==> src/rtl/fifo_pkg.sv <==
`timescale 1ns/1ps
`default_nettype none
// ============================================================================
// Module      : fifo_pkg
// Description : Shared pointer types and Gray/binary conversion helpers for
//               the async FIFO write and read controllers.
// Revision    : 1.0 - initial parametrised release
// ============================================================================
package fifo_pkg;

    // Widest pointer the helpers handle; callers zero-extend into ptr_word_t
    // and cast the result back down to their own pointer width.
    localparam int c_MAX_PTR_W = 32;

    typedef logic [c_MAX_PTR_W-1:0] ptr_word_t;

    function automatic ptr_word_t b2g(input ptr_word_t bin);
        return bin ^ (bin >> 1);
    endfunction

    // Zero-extended inputs convert correctly: the upper zeros stay zero.
    function automatic ptr_word_t g2b(input ptr_word_t gray);
        ptr_word_t bin;
        bin = '0;
        bin[c_MAX_PTR_W-1] = gray[c_MAX_PTR_W-1];
        for (int i = c_MAX_PTR_W - 2; i >= 0; i--) begin
            bin[i] = bin[i+1] ^ gray[i];
        end
        return bin;
    endfunction

endpackage : fifo_pkg
`default_nettype wire

==> src/rtl/fifo_ptr_sync.sv <==
`timescale 1ns/1ps
`default_nettype none
// ============================================================================
// Module      : fifo_ptr_sync
// Description : Multi-stage flop chain bringing a Gray pointer into the local
//               clock domain; shared by the write and read controllers.
// Revision    : 1.0 - initial parametrised release
// ============================================================================
module fifo_ptr_sync #(
    parameter int WIDTH       = 5,
    parameter int SYNC_STAGES = 2
) (
    input  logic             clk,
    input  logic             rst,
    input  logic [WIDTH-1:0] d,
    output logic [WIDTH-1:0] q
);

    logic [WIDTH-1:0] r_chain [SYNC_STAGES];

    always_ff @(posedge clk or posedge rst) begin
        if (rst) begin
            for (int i = 0; i < SYNC_STAGES; i++) begin
                r_chain[i] <= '0;
            end
        end else begin
            r_chain[0] <= d;
            for (int i = 1; i < SYNC_STAGES; i++) begin
                r_chain[i] <= r_chain[i-1];
            end
        end
    end

    assign q = r_chain[SYNC_STAGES-1];

endmodule : fifo_ptr_sync
`default_nettype wire

==> src/rtl/fifo_wr_ctrl.sv <==
`timescale 1ns/1ps
`default_nettype none
// ============================================================================
// Module      : fifo_wr_ctrl
// Description : Async FIFO write-side controller: write pointer, memory
//               address, full / almost-full / occupancy and sticky overflow.
// Revision    : 1.0 - parametrised successor to the fixed-width wptr block
// ============================================================================
module fifo_wr_ctrl
    import fifo_pkg::*;
#(
    parameter int DEPTH        = 16,
    parameter int AW           = $clog2(DEPTH),
    parameter int AFULL_THRESH = DEPTH - 2,
    parameter int SYNC_STAGES  = 2
) (
    input  logic          wclk,
    input  logic          wrst,
    input  logic          wren,
    input  logic          ovf_clr,
    input  logic [AW:0]   rptr_gray,
    output logic          wr_accept,
    output logic [AW-1:0] waddr,
    output logic [AW:0]   wrptr_gray,
    output logic          wr_full,
    output logic          wr_almost_full,
    output logic [AW:0]   wr_count,
    output logic          wr_overflow
);

    localparam int             PTR_W          = AW + 1;
    localparam logic [PTR_W-1:0] c_AFULL_THRESH = PTR_W'(AFULL_THRESH);

    logic [PTR_W-1:0] r_wbin;
    logic [PTR_W-1:0] r_wgray;
    logic [AW-1:0]    r_waddr;
    logic             r_full;
    logic             r_afull;
    logic [PTR_W-1:0] r_count;
    logic             r_ovf;

    logic             w_push;
    logic [PTR_W-1:0] w_wbin_next;
    logic [PTR_W-1:0] w_wgray_next;
    logic [PTR_W-1:0] w_rq;
    logic [PTR_W-1:0] w_rq_bin;
    logic [PTR_W-1:0] w_full_gray;
    logic [PTR_W-1:0] w_count_next;

    fifo_ptr_sync #(
        .WIDTH       (PTR_W),
        .SYNC_STAGES (SYNC_STAGES)
    ) u_rptr_sync (
        .clk (wclk),
        .rst (wrst),
        .d   (rptr_gray),
        .q   (w_rq)
    );

    assign w_push       = wren & ~r_full;
    assign w_wbin_next  = r_wbin + PTR_W'(w_push);
    assign w_wgray_next = PTR_W'(b2g(ptr_word_t'(w_wbin_next)));
    assign w_rq_bin     = PTR_W'(g2b(ptr_word_t'(w_rq)));

    // Full in Gray space: read pointer one lap behind has its top two bits inverted.
    assign w_full_gray  = {~w_rq[AW:AW-1], w_rq[AW-2:0]};
    assign w_count_next = w_wbin_next - w_rq_bin;

    always_ff @(posedge wclk or posedge wrst) begin
        if (wrst) begin
            r_wbin  <= '0;
            r_wgray <= '0;
            r_waddr <= '0;
            r_full  <= 1'b0;
            r_afull <= 1'b0;
            r_count <= '0;
            r_ovf   <= 1'b0;
        end else begin
            r_wbin  <= w_wbin_next;
            r_wgray <= w_wgray_next;
            r_waddr <= w_wbin_next[AW-1:0];
            r_full  <= (w_wgray_next == w_full_gray);
            r_afull <= (w_count_next >= c_AFULL_THRESH);
            r_count <= w_count_next;
            // A rejected write in the same cycle as a clear keeps the flag set.
            r_ovf   <= (wren & r_full) | (r_ovf & ~ovf_clr);
        end
    end

    assign wr_accept      = w_push;
    assign waddr          = r_waddr;
    assign wrptr_gray     = r_wgray;
    assign wr_full        = r_full;
    assign wr_almost_full = r_afull;
    assign wr_count       = r_count;
    assign wr_overflow    = r_ovf;

endmodule : fifo_wr_ctrl
`default_nettype wire

==> config.mk <==
export PLATFORM = sky130hd
export DESIGN_NAME = fifo_wr_ctrl
export DESIGN_NICKNAME = d
export VERILOG_FILES = /design/src/rtl/fifo_pkg.sv /design/src/rtl/fifo_ptr_sync.sv /design/src/rtl/fifo_wr_ctrl.sv
export SDC_FILE = /design/constraint.sdc
export NUM_CORES = 1
export LEC_CHECK = 0
export CORE_MARGIN = 5
export CORE_UTILIZATION = 52
export DETAILED_ROUTE_END_ITERATION = 10
export HOLD_SLACK_MARGIN = 0.05
export PLACE_DENSITY_LB_ADDON = 0.3
export SLEW_MARGIN = 10
export SYNTH_ARGS = -nofsm -noshare
export SYNTH_HDL_FRONTEND = slang
export SYNTH_HIERARCHICAL = 1
export SYNTH_SLANG_ARGS = --single-unit
==> constraint.sdc <==
create_clock -name wclk -period 5.25 [get_ports wclk]
set_clock_uncertainty 0.1 [all_clocks]
set_input_delay 1.05 -clock wclk [delete_from_list [all_inputs] [get_ports wclk]]
set_output_delay 1.05 -clock wclk [all_outputs]
set_load 0.005 [all_outputs]
Word level (Yosys, flattened, before mapping)

Index checks and enable logic that the tools add are counted.

Register bits: 32
Input bits: 9
Output and inout bits: 18

Eq/ne operators: 1
Bitwise operators: 12
Magnitude comparators: 1
$add $sub $neg: 2

Operators by type and width:

| kind                                                                   | count |
|---|---|
| 5-bit by 1-bit adder with 5-bit output                                 | 1 |
| 5-bit == test                                                          | 1 |
| 5-bit by 4-bit >= comparator with 1-bit output (second input constant) | 1 |
| 5-bit subtractor                                                       | 1 |
| 5-bit by 4-bit bitwise XOR with 5-bit output                           | 1 |
| 1-bit bitwise XOR                                                      | 4 |
| 1-bit AND                                                              | 3 |
| 1-bit NOT                                                              | 2 |
| 2-bit NOT                                                              | 1 |
| 1-bit OR                                                               | 1 |

Depth between registers and ports, before layout

Depth in word-level cells: 6
Depth in mapped cells: 11

By module

Netlist, hierarchy kept.

By module, submodules not included:

| module        | area an instance (um^2) | cells an instance | instances | seq. area each (um^2) |
|---|---|---|---|---|
| fifo_wr_ctrl  | 910.9                   | 78                | 1         | 425.4 |
| fifo_ptr_sync | 291.5                   | 16                | 1         | 250.2 |

Worst setup path before layout

Ideal clock, no wire load.

Path kind: in2reg
From: input wren
To: register r_afull, in the netlist wr_almost_full
Stages on the path: 9
Data required time: 5.024 ns
Path buffers: 0
Arrival: 2.995 ns
Setup time: 0.126 ns
Path slack: 2.029 ns
Cells stage by stage: nor2b_1 > ha_1 > ha_1 > xor2_2 > ha_1 > a21oi_1 > o21ai_0 > xor2_1 > a311o_1

Word-level cells in the longest chain between the ends: 4

RTL lines:

| what                                           | line               | text |
|---|---|---|
| from (decl)                                    | fifo_wr_ctrl.sv:19 | `input logic wren,` |
| 1-bit AND                                      | fifo_wr_ctrl.sv:60 | `assign w_push = wren & ~r_full;` |
| 5-bit by 1-bit adder with 5-bit output         | fifo_wr_ctrl.sv:61 | `assign w_wbin_next = r_wbin + PTR_W'(w_push);` |
| named net w_wbin_next[2]                       | fifo_wr_ctrl.sv:43 | `logic [PTR_W-1:0] w_wbin_next;` |
| 5-bit subtractor                               | fifo_wr_ctrl.sv:67 | `assign w_count_next = w_wbin_next - w_rq_bin;` |
| named net w_count_next[3]                      | fifo_wr_ctrl.sv:48 | `logic [PTR_W-1:0] w_count_next;` |
| 5-bit by 4-bit >= comparator with 1-bit output | fifo_wr_ctrl.sv:83 | `r_afull <= (w_count_next >= c_AFULL_THRESH);` |
| to (signal assigned)                           | fifo_wr_ctrl.sv:83 |  |
| to (decl)                                      | fifo_wr_ctrl.sv:38 | `logic r_afull;` |

The timed path passes the listed nets, and every way through them passes these cells.

Final worst setup path

Ends and elaborated chain as after synthesis.

==> impl_metrics.py <==
metrics = {
    "sta": {
        "slew_headroom_pct": 56.7,
        "fin_crit_ns": 3.49,
        "setup_tns_ns": 0,
        "setup_violations": 0,
        "post-route-period-util_pct": 66.5,
        "tightestPinTransition_ns": 0.649,
        "hold_viol_final": 0,
        "rsz0062_at_grt": "false",
        "maxSlewViolCount": 0,
        "fmaxAchievable_ghz": 0.286,
    },
    "setup_path": {
        "cp_slowest_stage_delay_ns": 0.48,
        "cp.arrival_ns": 3.61,
        "critPathLaunchType": "input port",
        "crit_chain": "clkdlybuf4s50_1, nor2b_1, ha_1, ha_1, xor2_2, ha_1, a21oi_1, o21ai_0, xor2_1, a311o_1",
        "path_common_cell": "ha_1",
        "cp-end-kind": "flip-flop",
        "crit_buf_inv": 1,
        "crit_required_ns": 5.37,
        "crit_fanout": 5,
        "crit_slowest_cell": "clkdlybuf4s50_1",
        "cpLargestDelayFamily": "adder cells",
        "critPathKind": "in2reg",
    },
    "logic_synthesis": {
        "syn_avg_cell_area_sq_um": 12.8,
        "syn_area_sq_mm": 0.00120,
        "ys_types": 22,
        "ys_warn_count": 6,
        "synthCells": 94,
        "synth-seq-cells": 27,
        "synth.net_count": 111,
        "ys_seq_area_share_pct": 56.2,
    },
    "clock_network": {
        "h-tree-depth": 1,
        "postCtsResizedCells": 0,
        "cts_setup_buffers": 0,
        "insertion_delay_ns": 0.32,
        "cts_max_path_buffers": 2,
        "cts_tree": "done",
        "hold_buffers": 0,
        "cts_inserted_buffers": 3,
        "path_clk_slew_ns": 0.13,
        "cts-root-buf": "clkbuf_4",
        "cts_sinks": 27,
    },
    "routing": {
        "wire_per_inst_um": 12.6,
        "drtPass1Iterations": 3,
        "drc_errors": 0,
        "vias_per_cell": 4.79,
        "drt_iter0_markers": 3,
        "detail-route-antenna-nets": 0,
        "wl_mm": 1.84,
        "vias": 699,
    },
    "global_route": {
        "met2_usage_pct": 22.9,
        "busiest_layer": "met2",
        "track_usage_pct": 12.7,
        "grt.met3_usage_pct": 2.23,
        "grt_max_degree": 18,
        "overflow": 0,
        "grt_util_met1_pct": 14.0,
        "first_global_vias": 748,
        "antenna_found_initial": 0,
        "grt_first_pass_wirelength_mm": 3.19,
    },
    "die": {
        "start_util_pct": 54.4,
        "core_area_sq_mm": 0.00221,
        "fp.dieArea_sq_mm": 0.00337,
        "die_y_um": 58.1,
        "pin_count": 27,
        "rows": 17,
        "die_x_um": 58.1,
    },
    "finish": {
        "fillers": 187,
        "layout.nets": 136,
        "antennaDiodeCount": 0,
        "area_growth_pct": 23.3,
        "layout-drive-gt1-share_pct": 6.78,
    },
    "power_and_ir_drop": {
        "power_density_mw_per_mm2": 630,
        "p_leak_nw": 0.653,
        "finalPower_w": 0.000934,
        "irDropWorstVdd_mv": 0.405,
    },
    "job": {
        "maxCapViolCount": 0,
    },
    "run_status": {
        "status": "finished clean",
    },
    "placed_design": {
        "place_congestion": 0.804,
        "dpl.hpwl_mm": 1.49,
        "port_buffers": 26,
    },
    "hold_path": {
        "hp-class": "reg2reg",
    },
}
-- stage by stage --
step | utilization (%) | instance area (sq um) | setup slack [ns] | hold WS [ns] | cells
6_report | 67.0 | 1480 | 1.76 | 0.262 | 146
3_5_place_dp | 65.8 | 1460 | 1.41 | 0.236 | 142
2_1_floorplan | - | 1200 | 2.03 | 0.231 | 94
5_1_grt | 67.0 | 1480 | 1.55 | 0.271 | 146
4_1_cts | 67.0 | 1480 | 1.76 | 0.266 | 146
3_3_place_gp | 65.8 | 1460 | 1.47 | 0.231 | 142
-- path summary, 6_finish.rpt --
check / from / end / slack, ns / depth (start not counted)
min in group asynchronous: wrst / u_rptr_sync/q[1]$_DFF_PP0_ / 0.91 / 2
max: wren / wr_almost_full$_DFF_PP0_ / 1.76 / 10
max in group asynchronous: wrst / r_wbin[4]$_DFF_PP0_ / 3.60 / 2
min reg2reg: u_rptr_sync/r_chain[9]$_DFF_PP0_ / u_rptr_sync/q[4]$_DFF_PP0_ / 0.26 / 0
min: u_rptr_sync/r_chain[9]$_DFF_PP0_ / u_rptr_sync/q[4]$_DFF_PP0_ / 0.26 / 0
max reg2reg: u_rptr_sync/q[4]$_DFF_PP0_ / wr_almost_full$_DFF_PP0_ / 2.32 / 10
-- Yosys cell counts --
master / number / area (sq um)
a2111oi_2: 1 / 15.0
or2_2: 1 / 6.26
fa_1: 1 / 20.0
ha_1: 7 / 87.6
buf_4: 5 / 37.5
nand3_1: 3 / 15.0
or3_1: 1 / 6.26
nor2b_1: 2 / 12.5
nand2_1: 4 / 15.0
and3_1: 1 / 6.26
xnor2_1: 13 / 114
xor2_1: 7 / 61.3
dfrtp_1: 27 / 676
clkbuf_1: 1 / 3.75
a311o_1: 1 / 10.0
a21bo_2: 1 / 10.0
o2bb2ai_1: 1 / 8.76
a21oi_1: 2 / 10.0
nand4_1: 1 / 6.26
xor2_2: 2 / 32.5
o21ai_0: 3 / 15.0
inv_1: 9 / 33.8
-- state kept, by name, summed over array words and instances, names as in the netlist --
| register | flops |
|---|---|
| wr_overflow | 1 |
| u_rptr_sync/r_chain | 5 |
| r_wbin | 2 |
| wr_almost_full | 1 |
| waddr | 3 |
| wr_count | 5 |
| wr_full | 1 |
| wrptr_gray | 4 |
| u_rptr_sync/q | 5 |
-- layer usage --
layer  part of all wire (%)  vias up
li1                       -      341
met1                     40      332
met2                     51       21
met3                    5.8        5
met4                    2.3        0
met5                      0        -
-- power by group --
group	internal (W)	switching (W)	total, W
logic	0.000286	0.000230	0.000516
clock network	0.0000298	0.0000559	0.0000857
registers	0.000284	0.0000479	0.000332
total	0.000600	0.000334	0.000934
-- layout by cell type (no fill, tap or decap), types with 3 or more instances in the layout --
cell type | Yosys | routed
ha_1 | 7 | 7
dfrtp_1 | 27 | 27
nand2_1 | 4 | 4
inv_1 | 9 | 9
clkbuf_4 | 0 | 3
nand3_1 | 3 | 3
xnor2_1 | 13 | 13
o21ai_0 | 3 | 3
xor2_1 | 7 | 7
clkdlybuf4s50_1 | 0 | 26
-- cell families (layout without fill, tap and decap cells) --
family,Yosys count,after routing,synth area share [%]
flops,27,27,56.2
xor+xnor,22,22,17.3
buf+inv,15,39,6.24
simple gates,13,13,5.62
compound gates,9,9,5.72
fa+ha+maj,8,8,8.95
-- final cells by class --
cell class	instances	area [sq um]	share of cell area, %
flip-flops and latches	27	676	45.6
multi-input cells	52	452	30.5
repair buffers	26	260	17.6
well taps	28	35.0	2.36
inverters	9	33.8	2.28
clock buffers	4	26.3	1.77
(Power assumes the default switching activity.)
